--- src/rtl/dibu_code_loader.sv ---
// dibu_code_loader: loads a checksummed byte-stream program image into code memory
// and releases run only after a verified load.
module dibu_code_loader #(
    parameter int CODE_W  = 16,
    parameter int CODE_AW = 8,
    parameter int DEPTH   = 256,
    parameter int AUTORUN = 0
) (
    input  logic               clk,
    input  logic               rst,
    input  logic               load_req,
    input  logic               load_valid,
    input  logic [7:0]         load_byte,
    output logic               load_ready,
    output logic               run,
    output logic               code_w_en,
    output logic [CODE_AW-1:0] code_addr_in,
    output logic [CODE_W-1:0]  code_in,
    output logic               busy,
    output logic               done,
    output logic               error
);
    localparam int BPW = CODE_W / 8;

    typedef enum logic [2:0] {S_IDLE, S_LEN, S_DATA, S_CSUM, S_RUN, S_ERR} state_t;

    state_t              state_q, state_d;
    logic [7:0]          len_q, len_d, wcnt_q, wcnt_d, bc_q, bc_d, sum_q, sum_d;
    logic [CODE_AW-1:0]  addr_q, addr_d, caddr_q, caddr_d;
    logic [CODE_W-1:0]   word_q, word_d, code_q, code_d;
    logic                wen_q, wen_d, run_q, run_d, done_q, done_d;
    logic                err_q, err_d, busy_q, busy_d;
    logic                hs;
    logic [CODE_W-1:0]   word_nx;
    logic [7:0]          sum_nx;

    always_comb begin
        load_ready = (state_q == S_LEN || state_q == S_DATA || state_q == S_CSUM) && !load_req;
        hs      = load_valid && load_ready;
        word_nx = (word_q << 8) | CODE_W'(load_byte);
        sum_nx  = sum_q + load_byte;
        state_d = state_q;
        len_d   = len_q;
        wcnt_d  = wcnt_q;
        bc_d    = bc_q;
        sum_d   = sum_q;
        addr_d  = addr_q;
        caddr_d = caddr_q;
        word_d  = word_q;
        code_d  = code_q;
        wen_d   = 1'b0;
        if (load_req) begin
            state_d = S_LEN;
            addr_d  = '0;
            wcnt_d  = '0;
            bc_d    = '0;
            sum_d   = '0;
        end else if (hs) begin
            sum_d = sum_nx;
            case (state_q)
                S_LEN: begin
                    len_d   = load_byte;
                    state_d = (load_byte == 8'd0 || int'(load_byte) > DEPTH) ? S_ERR : S_DATA;
                end
                S_DATA: begin
                    word_d = word_nx;
                    bc_d   = bc_q + 8'd1;
                    if (bc_q == 8'(BPW - 1)) begin
                        bc_d    = '0;
                        wen_d   = 1'b1;
                        code_d  = word_nx;
                        caddr_d = addr_q;
                        addr_d  = addr_q + CODE_AW'(1);
                        wcnt_d  = wcnt_q + 8'd1;
                        if (wcnt_q + 8'd1 == len_q)
                            state_d = S_CSUM;
                    end
                end
                S_CSUM: state_d = (sum_nx == 8'd0) ? S_RUN : S_ERR;
                default: ;
            endcase
        end
        // Status flags are registered from the next state so they align with it.
        run_d  = state_d == S_RUN;
        done_d = state_d == S_RUN && (state_q == S_CSUM || done_q);
        err_d  = state_d == S_ERR;
        busy_d = state_d == S_LEN || state_d == S_DATA || state_d == S_CSUM;
    end

    always_ff @(posedge clk or negedge rst) begin
        if (!rst) begin
            state_q <= (AUTORUN != 0) ? S_RUN : S_IDLE;
            len_q   <= '0;
            wcnt_q  <= '0;
            bc_q    <= '0;
            sum_q   <= '0;
            addr_q  <= '0;
            caddr_q <= '0;
            word_q  <= '0;
            code_q  <= '0;
            wen_q   <= 1'b0;
            run_q   <= AUTORUN != 0;
            done_q  <= 1'b0;
            err_q   <= 1'b0;
            busy_q  <= 1'b0;
        end else begin
            state_q <= state_d;
            len_q   <= len_d;
            wcnt_q  <= wcnt_d;
            bc_q    <= bc_d;
            sum_q   <= sum_d;
            addr_q  <= addr_d;
            caddr_q <= caddr_d;
            word_q  <= word_d;
            code_q  <= code_d;
            wen_q   <= wen_d;
            run_q   <= run_d;
            done_q  <= done_d;
            err_q   <= err_d;
            busy_q  <= busy_d;
        end
    end

    assign run          = run_q;
    assign code_w_en    = wen_q;
    assign code_addr_in = caddr_q;
    assign code_in      = code_q;
    assign busy         = busy_q;
    assign done         = done_q;
    assign error        = err_q;
endmodule

--- config.mk ---
export PLATFORM = sky130hd
export DESIGN_NAME = dibu_code_loader
export DESIGN_NICKNAME = d
export VERILOG_FILES = /design/src/rtl/dibu_code_loader.sv
export SDC_FILE = /design/constraint.sdc
export NUM_CORES = 1
export LEC_CHECK = 0
export CELL_PAD_IN_SITES_DETAIL_PLACEMENT = 1
export CELL_PAD_IN_SITES_GLOBAL_PLACEMENT = 1
export CORE_UTILIZATION = 30
export DETAILED_ROUTE_END_ITERATION = 10
export GPL_TIMING_DRIVEN = 0
export PLACE_DENSITY_LB_ADDON = 0.1
export SLEW_MARGIN = 20
export SYNTH_ARGS = -nofsm -noshare
export SYNTH_HDL_FRONTEND = slang
export SYNTH_SLANG_ARGS = --single-unit
export TNS_END_PERCENT = 20
--- constraint.sdc ---
create_clock -name clk -period 2.9 [get_ports clk]
set_clock_uncertainty 0.1 [all_clocks]
set_input_delay 0.435 -clock clk [delete_from_list [all_inputs] [get_ports clk]]
set_output_delay 0.435 -clock clk [all_outputs]
set_load 0.02 [all_outputs]
==> flow_metrics.py <==
metrics = {
    "status": {
        "status": "complete, no violations",
    },
    "synthesis": {
        "synth.avg_cell_area_um2": 9.69,
        "synthArstFlopShare_pct": 100,
        "seq_area_frac_synth_pct": 52.2,
        "synth_edf_count": 0,
        "synth.distinct_cells": 46,
        "synth_top_family_by_area": "simple AND/OR/NAND/NOR gates",
        "synth_fa_ha_area_share_pct": 4.11,
        "synth_compound_gate_area_share_pct": 8.09,
        "synth-simple-area-share_pct": 21.5,
        "ys_ff_latch": 80,
        "syn_area_um2": 3840,
        "synth_nets": 420,
        "syn_inst": 396,
        "synth.yosys.warnings": 0,
        "ys.flop_type": "dfrtp_1",
        "muxShareOfSynthArea_pct": 5.84,
        "synth-xor-area-share_pct": 6.39,
    },
    "final_layout": {
        "layout-drive-gt1-share_pct": 9.87,
        "nets": 475,
        "final_cells": 624,
        "area_growth_pct": 26.6,
        "stdcell_area_um2": 4860,
        "antenna_cells": 0,
        "n_fill_cell": 1403,
    },
    "power": {
        "p_per_area_nw_per_um2": 614,
        "power.leakage_nw": 2.26,
        "vdd_drop_max_mv": 0.310,
    },
    "grt": {
        "grt_pass1_vias": 3162,
        "grt_util_met2_pct": 28.6,
        "grt_pass1_wl_um": 17000,
        "grt_max_degree": 54,
        "grt_usage_pct": 17.2,
        "grt_overflow_total": 0,
        "grt_antenna_before_repair": 0,
        "grtUsageMet1_pct": 21.9,
        "use_met3_pct": 4.90,
        "busiest_layer": "met2",
    },
    "floorplan": {
        "die-area_um2": 13200,
        "rows": 40,
        "ioPinCount": 42,
        "fp.dieW_um": 115,
        "die_y_um": 115,
        "initial_core_util_pct": 31.3,
        "core_um2": 12300,
    },
    "sta": {
        "fin_crit_ps": 2750,
        "max_freq_mhz": 364,
        "hold_viol": 0,
        "relSlewSlack_pct": 55.2,
        "worst_pin_slew_ps": 672,
        "finalSetupViolCount": 0,
        "fin_crit_sh_pct": 94.7,
        "slew_violations": 0,
        "rsz0062_at_grt": "no",
    },
    "clock_tree": {
        "clock_latency_ps": 340,
        "h-tree-depth": 3,
        "clockBufferDepth": 2,
        "cts_buffers": 9,
        "cts_root_buffer": "clkbuf_16",
        "cts_tree": "yes",
        "cts.sinks": 80,
        "clkTransAtPathRegs_ps": 60,
    },
    "placement": {
        "placed_cells": 605,
        "port_buffers": 40,
        "place_congestion": 0.759,
        "postPlaceCellArea_um2": 4470,
        "hpwl_um": 7070,
    },
    "detailed_routing": {
        "wl_um": 10100,
        "drtIter0Drc": 103,
        "vias_per_cell": 4.75,
        "postRouteAntennaNets": 0,
        "wl_per_cell_um": 16.1,
        "vias": 2961,
        "drtPass1Iterations": 4,
        "drc": 0,
    },
    "setup_path": {
        "endpoint_kind": "flip-flop",
        "path_class": "reg2reg",
        "crit_path_top_delay_cell": "or4_1",
        "worstPathCellList": "ha_2 -> fa_1 -> a211oi_2 -> nor2_1 -> xor2_1 -> or4_1 -> o311ai_4 -> buf_4 -> a221oi_2",
        "start_kind": "flip-flop",
        "required_ps": 3000,
        "slowest_delay_ps": 480,
        "cp_max_fo": 2,
        "arrival_ps": 2850,
    },
    "worst_hold_path": {
        "holdCritPathClass": "in2reg",
    },
    "job": {
        "maxCapViolations": 0,
    },
}
-- placed cells by master (no fill, tap or decap), types with 2 or more instances in the layout --
cell type	n
a211oi_2	2
nand2_1	105
o21ai_0	6
mux2_1	10
mux2_2	9
buf_2	5
and3_1	8
a21o_1	3
nor2_2	2
o31ai_1	2
clkdlybuf4s50_1	34
nor2b_1	5
clkbuf_1	11
bufinv_16	2
nor3_1	3
nand2b_1	2
xor2_1	16
ha_1	8
dfrtp_1	80
clkbuf_16	9
nor2_1	32
or4_1	3
buf_4	3
xnor2_1	12
a21oi_1	9
ha_4	2
nand3_1	19
inv_1	2
nand4_1	2
dlygate4sd2_1	4
o21ai_1	16
nor4_1	2
-- routing by layer --
metal | wire length [um] | part of all wire, %
met5 | 0 | 0
met4 | 104 | 1.0
met3 | 251 | 2.5
met2 | 4960 | 49
met1 | 4750 | 47
-- worst max-delay path, delay by kind of cell, from the launching register on --
kind                     cells  cell delay [ps]
buffers and inverters        1              170
AND/OR/NAND/NOR              2              570
XOR/XNOR                     1              150
adder cells (fa/ha/maj)      2              610
AO/OA/AOI/OAI                3              620
flip-flops                   1              380
-- cell families (layout without fill, tap and decap cells) --
group / after synthesis / after routing
adders and majority gates: 12 / 12
and+or+nand+nor: 189 / 189
xor gates and xnor gates: 28 / 28
DFF: 80 / 80
AOI/OAI and AO/OA: 49 / 49
muxes: 20 / 20
buffers and inverters: 18 / 78
-- where the power goes --
| group | switching, W | internal (W) |
|---|---|---|
| Combinational | 0.000249 | 0.000223 |
| Clock | 0.000458 | 0.000754 |
| Sequential | 0.0000775 | 0.00122 |
| Total | 0.000785 | 0.00220 |
-- per-stage QoR --
step                      hold slack (ps)  setup WS [ps]  total power [W]  TNS [ps]  util, %
final                                 337            154          0.00298         0     39.6
after global routing                  345           50.4          0.00315         0     39.6
after global placement                346          -1870          0.00175   -152880     36.3
after CTS                             371           10.4          0.00303         0     39.4
after floorplan                      39.4            215          0.00161         0        -
after detailed placement              295           -829          0.00177     -3580     36.5
-- sequential cells by signal (all words and copies together) (netlist names), 8 cells and up --
| name | cells |
|---|---|
| code_in | 16 |
| addr_q | 8 |
| bc_q | 8 |
| code_addr_in | 8 |
| len_q | 8 |
| sum_q | 8 |
| wcnt_q | 8 |
| word_q | 8 |
-- synth_stat cells (2+ instances only) --
cell,count,area [um^2]
clkbuf_1,9,33.8
mux2_1,10,113
nor4_1,2,12.5
o31ai_1,3,22.5
nor2_1,33,124
buf_2,5,25.0
ha_1,11,138
and3_1,8,50.1
a21o_1,3,22.5
nand2_1,105,394
nor3_1,3,15.0
a21oi_1,9,45.0
dfrtp_1,80,2000
a211oi_1,2,15.0
mux2_2,9,101
nand4_1,2,12.5
or4_1,3,22.5
xnor2_1,12,105
nand3_1,19,95.1
nand2b_1,2,12.5
nor2b_1,5,31.3
inv_1,2,7.51
o21ai_1,16,80.1
o21ai_0,6,30.0
xor2_1,16,140
-- final cells by class --
type	instances	area [um^2]	share of cell area (%)
flip-flops and latches	80	2000	41.2
clock buffers	11	233	4.79
multi-input cells	298	1820	37.4
clock inverters	5	81.3	1.67
plain buffers	15	62.6	1.29
well taps	168	210	4.33
repair buffers	44	440	9.07
inverters	3	11.3	0.232
-- what timing repair did --
action / 4_1_cts / 5_1_grt
hold buffers: 1 / 0
pin swaps: 1 / 1
endpoints found under the hold margin: 27 / 0
setup buffers: 0 / 2
gates resized for setup: 10 / 5
cloned: 0 / 0
endpoints found under the setup margin: 4 / 11
-- path summary, 6_finish.rpt --
kind                                            start                 endpoint  slack (ps)  cells after the start
worst max register to register   sum_q[0]$_DFFE_PN0P_          error$_DFF_PN0_         150                      9
max in group asynchronous                         rst      bc_q[7]$_DFFE_PN0P_        1650                      3
worst min register to register  word_q[7]$_DFFE_PN0P_  code_in[15]$_DFFE_PN0P_         360                      2
worst min-delay path                     load_byte[0]   code_in[0]$_DFFE_PN0P_         340                      3
worst max-delay path             sum_q[0]$_DFFE_PN0P_          error$_DFF_PN0_         150                      9
min in group asynchronous                         rst   code_in[3]$_DFFE_PN0P_         460                      2
Power figures use the tool's default switching activity.
